===== src/rtl/pc_sequencer.sv =====
// Fetch program-counter sequencer: issues fetch addresses over valid/ready and applies J/branch/JR redirects.
// Optional build macro BRANCH_DELAY_SLOT_EN selects MIPS delay-slot semantics (no flush, redirect after ctrl_pc+4).
module pc_sequencer #(
  parameter logic [31:0] RESET_PC    = 32'h0000_3000,
  parameter bit          ALIGN_CHECK = 1'b1
) (
  input  logic        clk,
  input  logic        rst_n,
  input  logic        stall,
  input  logic        if_ready,
  output logic        fetch_valid,
  output logic [31:0] pc_out,
  output logic [31:0] pc_plus4,
  input  logic        ctrl_valid,
  input  logic [31:0] ctrl_pc,
  input  logic        jump_en,
  input  logic [25:0] jump_addr,
  input  logic        branch_en,
  input  logic        branch_taken,
  input  logic [15:0] branch_imm,
  input  logic        jr_en,
  input  logic [31:0] jr_addr,
  output logic        flush,
  output logic        redirect_busy,
  output logic        addr_err
);

  localparam int unsigned AW = 32;

  typedef enum logic [1:0] {
    S_BOOT = 2'd0,
    S_RUN  = 2'd1,
    S_HOLD = 2'd2
  } state_t;

  state_t        r_state;
  state_t        w_state_nxt;
  logic [AW-1:0] r_pc;
  logic [AW-1:0] w_pc_nxt;
  logic [AW-1:0] r_pend;
  logic [AW-1:0] w_pend_nxt;
  logic          r_outstanding;
  logic          w_outstanding_nxt;

  logic [AW-1:0] w_seq_pc;
  logic [AW-1:0] w_slot_pc;
  logic [AW-1:0] w_jump_tgt;
  logic [AW-1:0] w_br_off;
  logic [AW-1:0] w_br_tgt;
  logic [AW-1:0] w_jr_tgt;
  logic [AW-1:0] w_target;
  logic          w_req;
  logic          w_fv;
  logic          w_accept;
  logic          w_defer;
  logic          w_flush;
  logic          w_addr_err;

  // Target computation relative to the slot address ctrl_pc+4
  assign w_seq_pc   = r_pc + AW'(4);
  assign w_slot_pc  = ctrl_pc + AW'(4);
  assign w_jump_tgt = {w_slot_pc[31:28], jump_addr, 2'b00};
  assign w_br_off   = {{14{branch_imm[15]}}, branch_imm, 2'b00};
  assign w_br_tgt   = w_slot_pc + w_br_off;
  assign w_jr_tgt   = {jr_addr[31:2], 2'b00};

  // Redirect priority: jr > jump > branch
  always_comb begin
    w_target = w_br_tgt;
    if (jr_en) begin
      w_target = w_jr_tgt;
    end else if (jump_en) begin
      w_target = w_jump_tgt;
    end
  end

  assign w_req = ctrl_valid & (jr_en | jump_en | (branch_en & branch_taken));

  // A presented request holds until accepted; stall only gates a fresh issue
  assign w_fv     = rst_n & (r_state != S_BOOT) & (r_outstanding | ~stall);
  assign w_accept = w_fv & if_ready;

  // Next-state, PC update and combinational flush/addr_err
  always_comb begin
    w_state_nxt       = r_state;
    w_pc_nxt          = r_pc;
    w_pend_nxt        = r_pend;
    w_outstanding_nxt = w_fv & ~if_ready;
    w_flush           = 1'b0;
    w_addr_err        = 1'b0;
    w_defer           = 1'b0;
    unique case (r_state)
      S_BOOT: begin
        w_state_nxt = S_RUN;
      end
      S_RUN: begin
        if (w_req) begin
          w_addr_err = jr_en & ALIGN_CHECK & (jr_addr[1:0] != 2'b00);
`ifdef BRANCH_DELAY_SLOT_EN
          // The delay-slot word must be fetched before the redirect lands
          if (r_pc == w_slot_pc) begin
            w_defer = ~w_accept;
          end else begin
            w_defer = w_fv & ~if_ready;
          end
`else
          w_flush = 1'b1;
          w_defer = w_fv & ~if_ready;
`endif
          if (w_defer) begin
            w_pend_nxt  = w_target;
            w_state_nxt = S_HOLD;
          end else begin
            w_pc_nxt = w_target;
          end
        end else if (w_accept) begin
          w_pc_nxt = w_seq_pc;
        end
      end
      S_HOLD: begin
        if (w_accept) begin
          w_pc_nxt    = r_pend;
          w_state_nxt = S_RUN;
`ifndef BRANCH_DELAY_SLOT_EN
          w_flush     = 1'b1;
`endif
        end
      end
      default: begin
        w_state_nxt = S_BOOT;
      end
    endcase
  end

  always_ff @(posedge clk) begin
    if (!rst_n) begin
      r_state       <= S_BOOT;
      r_pc          <= RESET_PC;
      r_pend        <= '0;
      r_outstanding <= 1'b0;
    end else begin
      r_state       <= w_state_nxt;
      r_pc          <= w_pc_nxt;
      r_pend        <= w_pend_nxt;
      r_outstanding <= w_outstanding_nxt;
    end
  end

  assign fetch_valid   = w_fv;
  assign pc_out        = r_pc;
  assign pc_plus4      = w_seq_pc;
  assign flush         = rst_n & w_flush;
  assign addr_err      = rst_n & w_addr_err;
  assign redirect_busy = (r_state == S_HOLD);

endmodule


===== config.mk =====
export PLATFORM = sky130hd
export DESIGN_NAME = pc_sequencer
export DESIGN_NICKNAME = d
export VERILOG_FILES = /design/src/rtl/pc_sequencer.sv
export SDC_FILE = /design/constraint.sdc
export NUM_CORES = 1
export LEC_CHECK = 0
export ABC_AREA = 1
export BUFFER_PORTS_ARGS = -buffer_cell sky130_fd_sc_hd__buf_2
export CAP_MARGIN = 5
export CORE_MARGIN = 5
export CORE_UTILIZATION = 30
export CTS_CLUSTER_DIAMETER = 200
export DETAILED_ROUTE_END_ITERATION = 10
export PLACE_DENSITY = 0.58
export SLEW_MARGIN = 15
export SYNTH_ARGS = -nofsm -noshare
export SYNTH_HDL_FRONTEND = slang
export SYNTH_SLANG_ARGS = --single-unit
export TNS_END_PERCENT = 30

===== constraint.sdc =====
create_clock -name clk -period 5.7 [get_ports clk]
set_clock_uncertainty 0.1 [all_clocks]
set_input_delay 1.14 -clock clk [delete_from_list [all_inputs] [get_ports clk]]
set_output_delay 1.14 -clock clk [all_outputs]
set_load 0.005 [all_outputs]

Yosys cells after proc, flatten, opt, wreduce, memory -nomap -nowiden
Cells that the tools add are included.
{"block": "totals", "reg_bits": 67, "inputBits": 115, "out_inout_bits": 68, "elab_cells": 51}
{"block": "op_classes", "addsub": 3, "n_eq_ne": 7, "muxes": 16, "bitwise": 14, "n_reduce_logical": 7}
{"op": "2-to-1 mux 32 bit", "n": 6}
{"op": "adder 32 x 3 -> 32 bit (second input constant)", "n": 2}
{"op": "case mux 32 bit (2 select lines)", "n": 1}
{"op": "adder 32 bit", "n": 1}
{"op": "bitwise AND 1 bit", "n": 9}
{"op": "2-to-1 mux 2 bit", "n": 3}
{"op": "inequality test 3 bit (second input constant)", "n": 2}
{"op": "case mux 2 bit (3 select lines)", "n": 1}
{"op": "AND reduction 3 bit", "n": 2}
{"op": "nonzero test 2 bit", "n": 3}
{"op": "2-to-1 mux 1 bit", "n": 4}
{"op": "inequality test 2 bit (second input constant)", "n": 2}
{"op": "AND reduction 4 bit", "n": 1}
{"op": "OR 1 bit", "n": 3}
{"op": "== test 2 x 1 -> 1 bit (second input constant)", "n": 1}
{"op": "== test 2 bit (second input constant)", "n": 1}
{"op": "logical NOT 2 bit", "n": 1}
{"op": "inequality test 2 x 1 -> 1 bit (second input constant)", "n": 1}
{"op": "inverter 1 bit", "n": 2}
{"op": "case mux 1 bit (2 select lines)", "n": 1}

Logic depth before layout (Yosys ltp)
{"block": "depth", "depth_word": 7, "mapped_depth": 27, "depth_no_buf": 27}

Worst setup path after synthesis
No wires, ideal clock.
{"block": "synth_path", "path_type": "in2reg", "startpoint": "in ctrl_pc[2]", "endpoint": "reg r_pc[30] (netlist: pc_out[30])", "setup_ns": 0.132, "t_arrival_ns": 3.575, "t_required_ns": 5.468, "slack_ns": 1.893, "cell_stages": 22, "path_buffers": 0, "cell_sequence": "ha_1 -> nand2_1 -> inv_1 -> nand2_1 -> nor3_1 -> inv_1 -> nor3_1 -> nand3_1 -> xor2_1 -> inv_1 -> ha_1 -> nand2_1 -> nor2_1 -> nand2_1 -> nor3_1 -> nand2_1 -> nand3_1 -> nand3_1 -> nand2_1 -> nand2_1 -> nand3_1 -> a21oi_1"}
{"block": "synth_via", "elab_chain_len": 7}
{"item": "start, declared", "line": "15", "text": "input logic [31:0] ctrl_pc,"}
{"item": "adder 32 x 3 -> 32 bit *", "line": "61", "text": "assign w_slot_pc = ctrl_pc + AW'(4);"}
{"item": "adder 32 bit", "line": "64", "text": "assign w_br_tgt = w_slot_pc + w_br_off;"}
{"item": "2-to-1 mux 32 bit *", "line": "72", "text": "end else if (jump_en) begin"}
{"item": "2-to-1 mux 32 bit *", "line": "70", "text": "if (jr_en) begin"}
{"item": "2-to-1 mux 32 bit *", "line": "110", "text": "if (w_defer) begin"}
{"item": "2-to-1 mux 32 bit *", "line": "97", "text": "if (w_req) begin"}
{"item": "case mux 32 bit (2 select lines) *", "line": "92", "text": "unique case (r_state)"}
{"item": "end signal, assigned", "line": "143", "text": "r_pc <= w_pc_nxt;"}
{"item": "end, declared", "line": "38", "text": "logic [AW-1:0] r_pc;"}
Mark *: on every way between the ends. The rest lies on a longest branch, timed or not. The select of a mux whose other input is x is not followed.
A chain may end at the register's enable or synchronous reset.

Worst setup path in the final report
{"block": "layout_path", "startpoint": "in ctrl_pc[2]", "endpoint": "reg r_pc[27] (netlist: pc_out[27])"}
{"block": "layout_via", "elab_chain_len": 7}
{"item": "adder 32 x 3 -> 32 bit", "line": "61"}
{"item": "adder 32 bit", "line": "64"}
{"item": "2-to-1 mux 32 bit", "line": "72"}
{"item": "2-to-1 mux 32 bit", "line": "70"}
{"item": "2-to-1 mux 32 bit", "line": "110"}
{"item": "2-to-1 mux 32 bit", "line": "97"}
{"item": "case mux 32 bit (2 select lines)", "line": "92"}
Every way passes these cells. The select of a mux whose other input is x is not followed.

==> impl_metrics.yaml <==
cts:
  clkTransAtPathRegs_ns: 0.06
  clk-insertion-delay-late_ns: 0.33
  cts_setup_buffers: 0
  clock_sinks: 67
  cts_made_buffers: 9
  ctsRootBufferMaster: "clkbuf_16"
  clock_tree_from_tritoncts: "done"
  htree_num_levels: 3
  ctsLongestPathBuffers: 2
  cts-hold-fix-buffers: 0
  cts_resized: 0
critical_path:
  critical_path.endpoint_type: "flip-flop"
  worst-path-max-fanout: 5
  critPathArrivalTime_ns: 4.41
  cp.required_ns: 5.80
  critical-path-max-stage-delay_ns: 0.39
  critPathLaunchType: "input pin"
  cpMaxStageDelayCell: "nor3_1"
  worst-setup-path-type: "in -> reg"
  cpMostUsedCell: "nand2_1"
  crit_chain: "buf_2 > ha_1 > nand2_1 > inv_1 > nand2_1 > nor3_1 > inv_1 > nor3_1 > nand3_1 > xor2_1 > inv_1 > ha_1 > nand2_1 > nor2_1 > nand2_1 > nor2_1 > nand2_1 > nand3_1 > nand2_1 > nand3_1 > nand3_1 > nand2_1 > a21oi_1"
synthesis:
  synthMuxAreaShare_pct: 0
  yosys-top-cells-count: "nand2_1 (380), inv_1 (215), nor2_1 (131)"
  post-synth-top-area-cell: "nand2_1"
  synth_xor_area_share_pct: 4.543
  synth-warning-count: 0
  syn_nets: 1455
  synthAdderAreaFrac_pct: 6.934
  synth.top_cell.area_share_pct: 19.47
  yosysMostFrequentCell: "nand2_1"
  synth-simple-area-share_pct: 40.63
  yosys_register_bits: 67
  synth_top_family_by_area: "simple AND/OR/NAND/NOR gates"
  post_synth_instance_area_um2: 7326
  synth_compound_area_share_pct: 15.94
  postSynthCellCount: 1300
  synth_edf_count: 0
  synth_seq_area_share_pct: 18.31
  avgSynthCellArea_um2: 5.635
  synth_unique_cells: 42
  synthTopCellsByArea: "nand2_1 (19%), dfxtp_1 (18%), inv_1 (11%), nand3_1 (8.6%), nor2_1 (6.7%)"
  synth-main-ff-cell: "dfxtp_1"
  synthArstFlopShare_pct: 0
drt:
  drc_violation_total_after_the_first_tritonroute_iteration: 651
  via_per_inst: 4.875
  finalWirelength_um: 27580
  drtPass1Iterations: 5
  vias: 8716
  avgRoutedWirePerCell_um: 15.43
  antenna_left: 0
  drc: 0
finish:
  drive_gt1_share_pct: 15.16
  diodes: 0
  synthToLayoutAreaGrowth_pct: 19.91
  nets: 1614
  instances_no_fill: 1788
floorplan:
  initial_core_util_pct: 30.30
  fp-row-count: 57
  die_h_um: 166.3
  core_area_um2: 24180
  design.die.area_um2: 27640
  die_width_um: 166.3
  pin_count: 183
sta:
  period_share_pct: 75.69
  tightest_slew_ns: 1.095
  final_setup_fails: 0
  final_hold_viol_count: 0
  fmaxAchievable_ghz: 0.2318
  worst_hold_slack_ns: 0.3742
  maxSlewViolCount: 0
  setup_repair_after_global_routing_missed_its_margin: "false"
  slew_headroom_pct: 26.93
  setup_tns_ns: 0
  period_needed_ns: 4.314
power_and_ir_drop:
  p_total_mw: 1.852
  power.leakage_nw: 4.689
  vdd.ir_drop.worst_mv: 0.1714
  power-per-cell-area_nw_per_um2: 210.8
flow_run:
  max-cap-violations: 0
global_route:
  grt_first_pass_wirelength_um: 44300
  globalRouteTotalUtil_pct: 19.48
  antenna_violations_before_repair: 0
  overflow: 0
  first_global_vias: 8404
  largest_net_degree_at_the_start_of_global_routing: 49
hold_path:
  hold_path_class: "reg -> reg"
place:
  total_of_buffers_placed_on_input_and_output_ports: 182
  placedCellCount: 1772
  place.gp.congestion: 0.9536
  dp_hpwl_um: 22690
outcome:
  status: "finished clean"
state kept, by name, indices dropped and copies added (netlist names):
register / count
pc_out: 32
r_pend: 32
r_state: 2
r_outstanding: 1
power by group:
part | switching (mW) | leakage, nW | internal, mW
Clock | 0.202 | 0.143 | 0.337
Combinational | 0.461 | 4.00 | 0.273
Sequential | 0.0665 | 0.544 | 0.513
stage by stage:
stage | util (%) | worst slack [ns] | instance area [µm²]
6_report | 36.33 | 1.386 | 8785
5_1_grt | 36.33 | 0.9546 | 8785
4_1_cts | 36.33 | 1.403 | 8785
3_5_place_dp | 35.15 | 1.071 | 8498
3_3_place_gp | 35.15 | 1.117 | 8498
2_1_floorplan | - | 1.893 | 7326
cell usage in the layout (no fill, tap or decap), types with 23 or more instances in the layout:
| cell | Yosys | layout |
|---|---|---|
| ha_1 | 39 | 39 |
| nand2_1 | 380 | 380 |
| nor2_1 | 131 | 131 |
| buf_2 | 10 | 182 |
| dfxtp_1 | 67 | 67 |
| o21ai_0 | 43 | 43 |
| inv_1 | 215 | 215 |
| nand3_1 | 126 | 126 |
| nor3_1 | 23 | 23 |
| a21oi_1 | 81 | 81 |
cell families (layout without fill, tap and decap cells):
| kind of cell | after synthesis | count (layout) |
|---|---|---|
| simple gates | 705 | 705 |
| buf+inv | 258 | 422 |
| compound gates | 192 | 192 |
| flops | 67 | 67 |
| fa+ha+maj | 40 | 40 |
| xor+xnor | 38 | 38 |
final cells by class:
class	instances	area [µm²]
well taps	324	405.4
repair buffers	186	940.9
clock buffers	11	232.7
inverters	220	825.8
clock inverters	5	53.80
fillers	2715	15390
multi-input cells	975	4985
flip-flops and latches	67	1341
routing by layer:
layer,routed length [µm],vias up,part of all wire [%],GRT usage [%]
met5,0,-,0,0
met4,502,0,1.8,3.842
met3,1775,33,6.4,3.356
met2,12990,295,47,33.59
met1,12310,3899,45,25.75
li1,-,4489,-,-
worst paths after layout:
check / from / end / slack (ns) / cells after the start
worst max-delay path: ctrl_pc[2] / pc_out[27] / 1.39 / 23
worst min-delay path: r_pend[3] / pc_out[3] / 0.37 / 2
worst max register to register: r_state[0] / pc_out[29] / 2.08 / 8
worst min register to register: r_pend[3] / pc_out[3] / 0.37 / 2
critical path, delay by kind of cell:
| kind | cells | cell delay (ns) |
|---|---|---|
| compound gates | 1 | 0.06 |
| simple gates | 15 | 2.22 |
| fa+ha+maj | 2 | 0.52 |
| buf+inv | 4 | 0.29 |
| xor+xnor | 1 | 0.18 |
No activity file was read; power rests on OpenSTA's default activity.
